--- src/rtl/sipo_receiver_if.sv ---
`default_nettype none
// ----------------------------------------------------------------------------
// sipo_receiver_if: serial link observation and parallel result bundle
// Rev 1.0
// ----------------------------------------------------------------------------
interface sipo_receiver_if #(
  parameter int WIDTH = 12
);
  logic             SL;
  logic             serial_in;
  logic [WIDTH-1:0] parallel_out;
  logic             data_valid;
  logic             busy;
  logic             frame_err;

  modport master (
    output SL,
    output serial_in,
    input  parallel_out,
    input  data_valid,
    input  busy,
    input  frame_err
  );

  modport slave (
    input  SL,
    input  serial_in,
    output parallel_out,
    output data_valid,
    output busy,
    output frame_err
  );
endinterface
`default_nettype wire

--- src/rtl/sipo_receiver.sv ---
`default_nettype none
// ----------------------------------------------------------------------------
// sipo_receiver: reassembles LSB-first PISO frames, flags completion and aborts
// Rev 1.0
// ----------------------------------------------------------------------------
module sipo_receiver #(
  parameter int WIDTH = 12,
  parameter int LEAD  = 1
) (
  input  wire logic        clk,
  input  wire logic        rst,
  sipo_receiver_if.slave   link
);
  localparam int CNT_W  = $clog2(WIDTH + 1);
  localparam int LEAD_W = $clog2(LEAD + 1);

  typedef enum logic [1:0] {
    IDLE  = 2'd0,
    ARMED = 2'd1,
    ALIGN = 2'd2,
    SHIFT = 2'd3
  } state_t;

  state_t             state, state_nxt;
  logic [WIDTH-1:0]   shift_reg, shift_nxt;
  logic [WIDTH-1:0]   word, word_nxt;
  logic [CNT_W-1:0]   bit_cnt, bit_cnt_nxt;
  logic [LEAD_W-1:0]  lead_cnt, lead_cnt_nxt;
  logic               valid, valid_nxt;
  logic               err, err_nxt;
  logic [WIDTH-1:0]   shifted;

  assign shifted = {link.serial_in, shift_reg[WIDTH-1:1]};

  always_ff @(posedge clk) begin
    if (rst) begin
      state     <= IDLE;
      shift_reg <= '0;
      word      <= '0;
      bit_cnt   <= '0;
      lead_cnt  <= '0;
      valid     <= 1'b0;
      err       <= 1'b0;
    end else begin
      state     <= state_nxt;
      shift_reg <= shift_nxt;
      word      <= word_nxt;
      bit_cnt   <= bit_cnt_nxt;
      lead_cnt  <= lead_cnt_nxt;
      valid     <= valid_nxt;
      err       <= err_nxt;
    end
  end

  always_comb begin
    state_nxt    = state;
    shift_nxt    = shift_reg;
    word_nxt     = word;
    bit_cnt_nxt  = bit_cnt;
    lead_cnt_nxt = lead_cnt;
    valid_nxt    = 1'b0;
    err_nxt      = 1'b0;

    case (state)
      IDLE: begin
        if (link.SL) state_nxt = ARMED;
      end

      // The first SL=0 edge after a load is already alignment cycle 1.
      ARMED: begin
        if (!link.SL) begin
          if (LEAD <= 1) begin
            state_nxt   = SHIFT;
            shift_nxt   = '0;
            bit_cnt_nxt = '0;
          end else begin
            state_nxt    = ALIGN;
            lead_cnt_nxt = LEAD_W'(1);
          end
        end
      end

      ALIGN: begin
        if (link.SL) begin
          state_nxt    = ARMED;
          err_nxt      = 1'b1;
          lead_cnt_nxt = '0;
        end else if (lead_cnt == LEAD_W'(LEAD - 1)) begin
          state_nxt    = SHIFT;
          shift_nxt    = '0;
          bit_cnt_nxt  = '0;
          lead_cnt_nxt = '0;
        end else begin
          lead_cnt_nxt = lead_cnt + LEAD_W'(1);
        end
      end

      // The last bit is still on the line during the next load, so SL=1 here completes.
      SHIFT: begin
        if (bit_cnt == CNT_W'(WIDTH - 1)) begin
          shift_nxt   = shifted;
          word_nxt    = shifted;
          valid_nxt   = 1'b1;
          bit_cnt_nxt = '0;
          state_nxt   = link.SL ? ARMED : IDLE;
        end else if (link.SL) begin
          state_nxt   = ARMED;
          err_nxt     = 1'b1;
          shift_nxt   = '0;
          bit_cnt_nxt = '0;
        end else begin
          shift_nxt   = shifted;
          bit_cnt_nxt = bit_cnt + CNT_W'(1);
        end
      end

      default: state_nxt = IDLE;
    endcase
  end

  assign link.parallel_out = word;
  assign link.data_valid   = valid;
  assign link.frame_err    = err;
  assign link.busy         = (state == ALIGN) || (state == SHIFT);
endmodule
`default_nettype wire

--- src/flat_wrapper.sv ---
// flat-port wrapper written by rule: the top's interface ports become plain ports
module sipo_receiver_flat 
#(
  parameter int WIDTH = 12,
  parameter int LEAD  = 1
)
  (clk, rst, link_SL, link_serial_in, link_parallel_out, link_data_valid, link_busy, link_frame_err);
  sipo_receiver_if #(.WIDTH(WIDTH)) link_i ();
  input  wire logic clk;
  input  wire logic rst;
  input wire logic [$bits(link_i.SL)-1:0] link_SL;
  input wire logic [$bits(link_i.serial_in)-1:0] link_serial_in;
  output wire logic [$bits(link_i.parallel_out)-1:0] link_parallel_out;
  output wire logic [$bits(link_i.data_valid)-1:0] link_data_valid;
  output wire logic [$bits(link_i.busy)-1:0] link_busy;
  output wire logic [$bits(link_i.frame_err)-1:0] link_frame_err;
  assign link_i.SL = link_SL;
  assign link_i.serial_in = link_serial_in;
  assign link_parallel_out = link_i.parallel_out;
  assign link_data_valid = link_i.data_valid;
  assign link_busy = link_i.busy;
  assign link_frame_err = link_i.frame_err;
  sipo_receiver #(.WIDTH(WIDTH), .LEAD(LEAD)) u_core (.clk(clk), .rst(rst), .link(link_i));
endmodule
--- config.mk ---
export PLATFORM = sky130hd
export DESIGN_NAME = sipo_receiver_flat
export DESIGN_NICKNAME = d
export VERILOG_FILES = /design/src/rtl/sipo_receiver_if.sv /design/src/rtl/sipo_receiver.sv /design/src/flat_wrapper.sv
export SDC_FILE = /design/constraint.sdc
export NUM_CORES = 1
export LEC_CHECK = 0
export ABC_AREA = 0
export BUFFER_PORTS_ARGS = -buffer_cell sky130_fd_sc_hd__buf_4
export CORE_MARGIN = 2
export CORE_UTILIZATION = 35
export CTS_CLUSTER_SIZE = 28
export DETAILED_ROUTE_END_ITERATION = 6
export MAX_ROUTING_LAYER = met4
export REMOVE_ABC_BUFFERS = 1
export SLEW_MARGIN = 10
export SYNTH_ARGS = -nofsm -noshare
export SYNTH_HDL_FRONTEND = slang
export SYNTH_SLANG_ARGS = --single-unit
--- constraint.sdc ---
create_clock -name clk -period 1.4 [get_ports clk]
set_input_delay 0.07 -clock clk [delete_from_list [all_inputs] [get_ports clk]]
set_output_delay 0.07 -clock clk [all_outputs]
set_load 0.01 [all_outputs]
; Yosys cells after proc, flatten, opt, wreduce, memory -nomap -nowiden
; Index checks and enable logic that the tools add are counted.
[op_classes]
add_sub_neg = 2
mul = 0
div = 0
order_cmp = 0
eq_ne = 8
shifts = 0
n_mux = 25
bitwise_logic = 1
n_reduce_logical = 7
[ops]
columns = operator, count
row1 = $mux 12, 5
row2 = $pmux 12 s3, 1
row3 = $mux 4, 5
row4 = $pmux 4 s3, 1
row5 = $mux 2, 5
row6 = $pmux 2 s4, 1
row7 = $mux 1, 6
row8 = $ne 2x2->1 const B, 3
row9 = $add 4x1->4 const B, 1
row10 = $eq 2x2->1 const B, 2
row11 = $eq 4x4->1 const B, 1
row12 = $reduce_and 2->1, 2
row13 = $reduce_and 4->1, 1
row14 = $ne 3x3->1 const B, 1
row15 = $reduce_bool 3->1, 1
row16 = $eq 2x1->1 const B, 1
row17 = $logic_not 2->1, 1
row18 = $pmux 1 s2, 1
row19 = $reduce_or 2->1, 1
row20 = $add 1x1->1 const B, 1
row21 = $logic_or 1x1->1, 1
row22 = $not 1->1, 1
[totals]
register_bits = 33
latchBits = 0
ram_bits = 0
mem_bits_ro = 0
out_inout_bits = 15
mem_count = 0

; Longest topological paths before layout
; Gate-level depths: netlist (run 1).
[depth]
ltp_word = 4
depth_mapped = 6

; Worst setup path before layout (run 1)
; Ideal clock, no wire load.
[synth_timing]
path_type = reg-to-reg
from = register u_core.bit_cnt[0]
to = register u_core.shift_reg[1]
arrival_ns = 1.323
path_slack_ns = -0.051
stages_incl_launch_ff = 7
path_buffers = 1
synth_period_minus_slack_ns = 1.451
path_cell_list = dfxtp_1 -> ha_1 -> and3b_1 -> o211a_1 -> buf_2 -> a22oi_1 -> nor2_1
[synth_between]
elab_chain_len = 3
[synth_rtl]
columns = item, line
row1 = from (decl), sipo_receiver.sv:27  ; logic [CNT_W-1:0] bit_cnt, bit_cnt_nxt;
row2 = from (signal assigned), sipo_receiver.sv:48  ; bit_cnt <= bit_cnt_nxt;
row3 = $eq 4x4->1, sipo_receiver.sv:100  ; if (bit_cnt == CNT_W'(WIDTH - 1)) begin
row4 = $mux 12, sipo_receiver.sv:100
row5 = $pmux 12 s3, sipo_receiver.sv:64  ; case (state)
row6 = to (signal assigned), sipo_receiver.sv:46  ; shift_reg <= shift_nxt;
row7 = to (decl), sipo_receiver.sv:25  ; logic [WIDTH-1:0] shift_reg, shift_nxt;
; Every way passes these cells.
; A chain may end at the register's enable or synchronous reset.

; Final worst setup path (run 1)
[layout_timing]
from = register u_core.bit_cnt[1]
to = register u_core.shift_reg[2]
; The elaborated chain is that of the path after synthesis.

==> impl_metrics.json, run 1 <==
{
  "worst_pin_slew_ns": 0.346,
  "clkSinkCount": 31,
  "cts_htree_levels": 2,
  "fmax_ghz": 0.705,
  "finalClockSkew_ns": 0.00491,
  "num_vias": 878,
  "drv_cap": 0,
  "die_area_um2": 3580,
  "relSlewSlack": 0.764,
  "peakVddDrop_mv": 0.454,
  "pre_cts_ws_ns": -0.0953,
  "cts-root-buf": "clkbuf_4",
  "cts_buffers": 5,
  "dp_hpwl_um": 1440,
  "gp_congestion": 0.714,
  "wirelength_um": 2280,
  "drc": 0,
  "netlist.area_leader.share": 0.569,
  "antenna_left": 0,
  "grt_pass1_wl_um": 3500,
  "antenna_found_initial": 0,
  "fin_ws_ns": -0.0188,
  "clkLatencyLatePin_ns": 0.32,
  "grt_max_degree": 20,
  "syn2layout_area_growth_pct": 33.1,
  "grt_overflow_total": 0,
  "cts_tree": "yes",
  "yosys.area.top_type": "dfxtp_1",
  "clk_pin_slew_ns": 0.09,
  "p_total_uw": 1450,
  "grt_usage": 0.141,
  "crit_chain": "ha_4, and3b_2, o211a_4, a22oi_2, nor2_1",
  "p_leak_uw": 0.000593,
  "first_pass_iters": 4,
  "worstSetupPathType": "register to register",
  "final_common_cell": "dfxtp_1",
  "slew_violations": 0,
  "viasPerCell": 5.32,
  "rows": 20,
  "worstPathRequired_ns": 1.61,
  "violations": "setup timing",
  "largest_register_ffs": 12,
  "core_area_um2": 3000,
  "regArea_um2": 627,
  "synth-seq-cells": 31,
  "drt_iter0_drc": 26,
  "multi_input_area_um2": 500,
  "finalHoldViolCount": 0,
  "grt_pass1_vias": 768,
  "hp-class": "input port to register",
  "crit_buf_inv": 0,
  "ys_types": 24,
  "critPathSlowestCell": "dfxtp_2",
  "post-route-period-util": 1.01,
  "num-fill-cells": 288,
  "end_kind": "register",
  "crit_family": "compound AO/OA/AOI/OAI gates",
  "syn_avg_cell_area_um2": 10.6,
  "post_drt_wl_per_cell_um": 13.8,
  "ys.warnings.count": 0,
  "yosys-top-cells-area": "dfxtp_1 (57%), a22o_1 (9.6%), a22oi_1 (8.3%)",
  "die_y_um": 59.8,
  "final_nets": 136,
  "port_buffers": 18,
  "p_per_area_nw_per_um2": 1000,
  "syn_area_um2": 1090,
  "setup_viol": 8,
  "min_period_ns": 1.42,
  "slowest_delay_ns": 0.35,
  "die_w_um": 59.8,
  "most-common-layout-cells": "dfxtp_1 (28), buf_4 (25), nor2_1 (16)",
  "ctsLongestPathBuffers": 2,
  "start_util": 0.363,
  "ys_seq_area_frac": 0.569,
  "drive_above_1_share": 0.409,
  "grt_setup_unrepaired": "yes",
  "io_pins": 19,
  "insertedDiodeCount": 0,
  "outcome": "complete, but fails checks",
  "synth_cells": 103,
  "arrival_ns": 1.63,
  "start_kind": "register",
  "crit_fanout": 6
}
[synth_stat cells, drive strengths merged]
master and number:
and3b 1, a22o 12, buf 4, or4b 1, dlygate4sd1 1, nand2 1
o211a 2, a21oi 3, o21ai 2, nor2 17, maj3 1, or3 1
nand3b 1, clkbuf 3, a2111oi 1, inv 3, dfxtp 31, a22oi 12
ha 1, a31oi 2, nand3 3
[power by group]
group | total (µW) | switching [µW] | internal [µW]
combinational | 76.2 | 45.9 | 30.3
clock | 482 | 287 | 195
sequential | 895 | 8.92 | 886
total | 1450 | 342 | 1110
[logic make-up after synthesis]
family	share of synthesized area
AND/OR/NAND/NOR	0.110
AO/OA/AOI/OAI	0.240
adder cells (fa/ha/maj)	0.0218
flip-flops	0.569
buffers and inverters	0.0585
[repair_timing]
item,4_1_cts,5_1_grt
endpoints found under the hold margin,1,0
pin swaps,0,12
gates resized for setup,5,19
gates cloned,0,1
hold buffers,1,0
setup buffers,0,1
endpoints found under the setup margin,23,24
[final cells by class]
cell class / instances / share of cell area
multi-input combinational: 62 / 0.345
sequential: 31 / 0.432
tap: 33 / 0.0285
inverter: 3 / 0.00777
timing repair buffer: 28 / 0.152
clock buffer: 7 / 0.0311
clock inverter: 1 / 0.00345
[layer usage]
metal / share of wire / wire length, µm / GRT usage / vias to the layer above
li1: - / - / - / 438
met1: 0.46 / 1040 / 0.158 / 413
met2: 0.48 / 1100 / 0.213 / 25
met3: 0.053 / 121 / 0.0714 / 2
met4: 0.0075 / 17 / 0.0571 / 0
met5: 0 / 0 / - / -
[path summary, 6_finish.rpt]
path         depth (start not counted)                        start                     endpoint  slack [ns]
max reg2reg                          5            u_core.bit_cnt[1]          u_core.shift_reg[2]       -0.02
min                                  2                          rst          u_core.shift_reg[6]        0.06
min reg2reg                          1  u_core.link.parallel_out[0]  u_core.link.parallel_out[0]        0.49
max                                  5            u_core.bit_cnt[1]          u_core.shift_reg[2]       -0.02
[metrics by stage]
stage	std cells	setup TNS, ns	hold WS, ns	area, µm²	utilization
2_1_floorplan	95	-3.01	0.139	1040	-
5_1_grt	165	-0.853	0.0369	1450	0.483
3_3_place_gp	154	-0.434	0.301	1270	0.424
3_5_place_dp	154	-0.986	0.302	1270	0.424
4_1_cts	163	-0.290	0.0327	1350	0.448
6_report	165	-0.0623	0.0558	1450	0.483
Note: power is estimated with default switching activity, not from simulation.
==> inputs of run 2 (changes only) <==
==> constraint.sdc (replaced) <==
create_clock -name clk -period 1.4 [get_ports clk]
set_input_delay 0.28 -clock clk [delete_from_list [all_inputs] [get_ports clk]]
set_output_delay 0.28 -clock clk [all_outputs]
set_load 0.01 [all_outputs]
==> run 2 against run 1 <==
The flow still finishes with violations (setup timing). Via count up 4.0%. Routed wire length increased by 6.8%. First-iteration DRC count down 46%. Worst setup slack worse by 0.013 ns. Clock skew rose by 0.0042 ns. Maximum frequency is 0.93% lower. Cell area rose by 4.7%. Non-clock buffer count unchanged. Global-route usage grew 0.18 points. Sequential share of layout area down 1.8 points. Count of clock-buffer cells in the layout is 1 lower. Combinational power rose by 2.9%. Critical path type unchanged. Largest cell class unchanged.
==> impl_metrics.json, run 2 (synthesis results as in run 1) <==
{
  "outcome": "complete, but fails checks",
  "violations": "setup timing",
  "hp-class": "input port to register",
  "num_vias": 913,
  "final_nets": 136,
  "antenna_left": 0,
  "fmax_ghz": 0.698,
  "relSlewSlack": 0.710,
  "drv_cap": 0,
  "die_area_um2": 3580,
  "fin_ws_ns": -0.0321,
  "clkLatencyLatePin_ns": 0.33,
  "final_common_cell": "dfxtp_1",
  "largest_register_ffs": 12,
  "viasPerCell": 5.53,
  "whs_ns": 0.173,
  "finalHoldViolCount": 0,
  "postPlaceCellArea_um2": 1270,
  "peakVddDrop_mv": 0.766,
  "ctsLongestPathBuffers": 2,
  "grt_pass1_vias": 815,
  "crit_fanout": 6,
  "first_pass_iters": 4,
  "grt_overflow_total": 0,
  "slew_violations": 0,
  "insertedDiodeCount": 0,
  "post_drt_wl_per_cell_um": 14.8,
  "gp_congestion": 0.703,
  "syn2layout_area_growth_pct": 39.3,
  "antenna_found_initial": 0,
  "arrival_ns": 1.65,
  "drc": 0,
  "p_leak_uw": 0.000615,
  "setup_viol": 10,
  "wirelength_um": 2440,
  "cts-root-buf": "clkbuf_4",
  "grt_pass1_wl_um": 3620,
  "design_area_um2": 1520,
  "worst_pin_slew_ns": 0.423,
  "cts_buffers": 5,
  "start_kind": "register",
  "grt_max_degree": 20,
  "cts_hold_buf": 0,
  "post-route-period-util": 1.02,
  "most-common-layout-cells": "dfxtp_1 (27), buf_4 (25), nor2_1 (16)",
  "grt_usage": 0.143,
  "p_per_area_nw_per_um2": 1130,
  "port_buffers": 18,
  "start_util": 0.363,
  "dp_hpwl_um": 1420,
  "io_pins": 19,
  "pre_cts_ws_ns": -0.0980,
  "drive_above_1_share": 0.462,
  "rows": 20,
  "worstPathRequired_ns": 1.62,
  "clk_pin_slew_ns": 0.10,
  "clkSinkCount": 31,
  "cts_tree": "yes",
  "finalClockSkew_ns": 0.00912,
  "core_area_um2": 3000,
  "end_kind": "register",
  "min_period_ns": 1.43,
  "grt_setup_unrepaired": "yes",
  "die_w_um": 59.8,
  "cts_htree_levels": 2,
  "num-fill-cells": 278,
  "drt_iter0_drc": 14,
  "worstSetupPathType": "register to register",
  "die_y_um": 59.8
}
-- run 2: report_power, final --
part	internal, µW	switching, µW	leakage, µW	total (µW)
Combinational	30.0	48.4	0.000315	78.4
Clock	422	312	0.0000482	734
Sequential	886	10.7	0.000252	897
Total	1340	371	0.000615	1710
-- run 2: final cells by class --
cell class,count,area [µm²],share of cell area
Sequential cell,31,628,0.414
Timing Repair Buffer,28,221,0.146
Inverter,3,11.3,0.00742
Clock buffer,6,51.3,0.0338
Tap cell,33,41.3,0.0272
Clock inverter,2,35.0,0.0231
Multi-Input combinational cell,62,529,0.349
-- run 2: worst paths after layout --
kind	from	to	slack [ns]	cells after the start
max	u_core.bit_cnt[1]	u_core.shift_reg[2]	-0.03	5
min	link_serial_in	u_core.link.parallel_out[11]	0.17	2
max reg2reg	u_core.bit_cnt[1]	u_core.shift_reg[2]	-0.03	5
min reg2reg	u_core.link.parallel_out[11]	u_core.link.parallel_out[11]	0.49	1
-- run 2: critical path: stages, from the launching register on --
cell     delay, ns
dfxtp_2       0.35
ha_4          0.15
and3b_2       0.28
o211a_4       0.32
a22oi_2       0.16
nor2_1        0.06
-- run 2: through the flow --
step / setup TNS [ns] / utilization / instances / total power [µW]
2_1_floorplan: -3.01 / - / 95 / 938
3_3_place_gp: -0.431 / 0.422 / 153 / 970
3_5_place_dp: -0.886 / 0.422 / 153 / 973
4_1_cts: -0.214 / 0.455 / 161 / 1700
5_1_grt: -1.14 / 0.505 / 165 / 1790
6_report: -0.177 / 0.505 / 165 / 1710
-- run 2: what timing repair did --
item / 4_1_cts / 5_1_grt
setup endpoints to repair: 24 / 29
gates cloned: 0 / 2
buffers inserted: 0 / 2
resized for setup: 5 / 28
pin swaps: 0 / 17
-- run 2: routing by layer --
layer | global-route usage | part of all wire
met3 | 0.0584 | 0.052
met2 | 0.234 | 0.50
met4 | 0.0571 | 0.0086
met1 | 0.153 | 0.44
met5 | - | 0
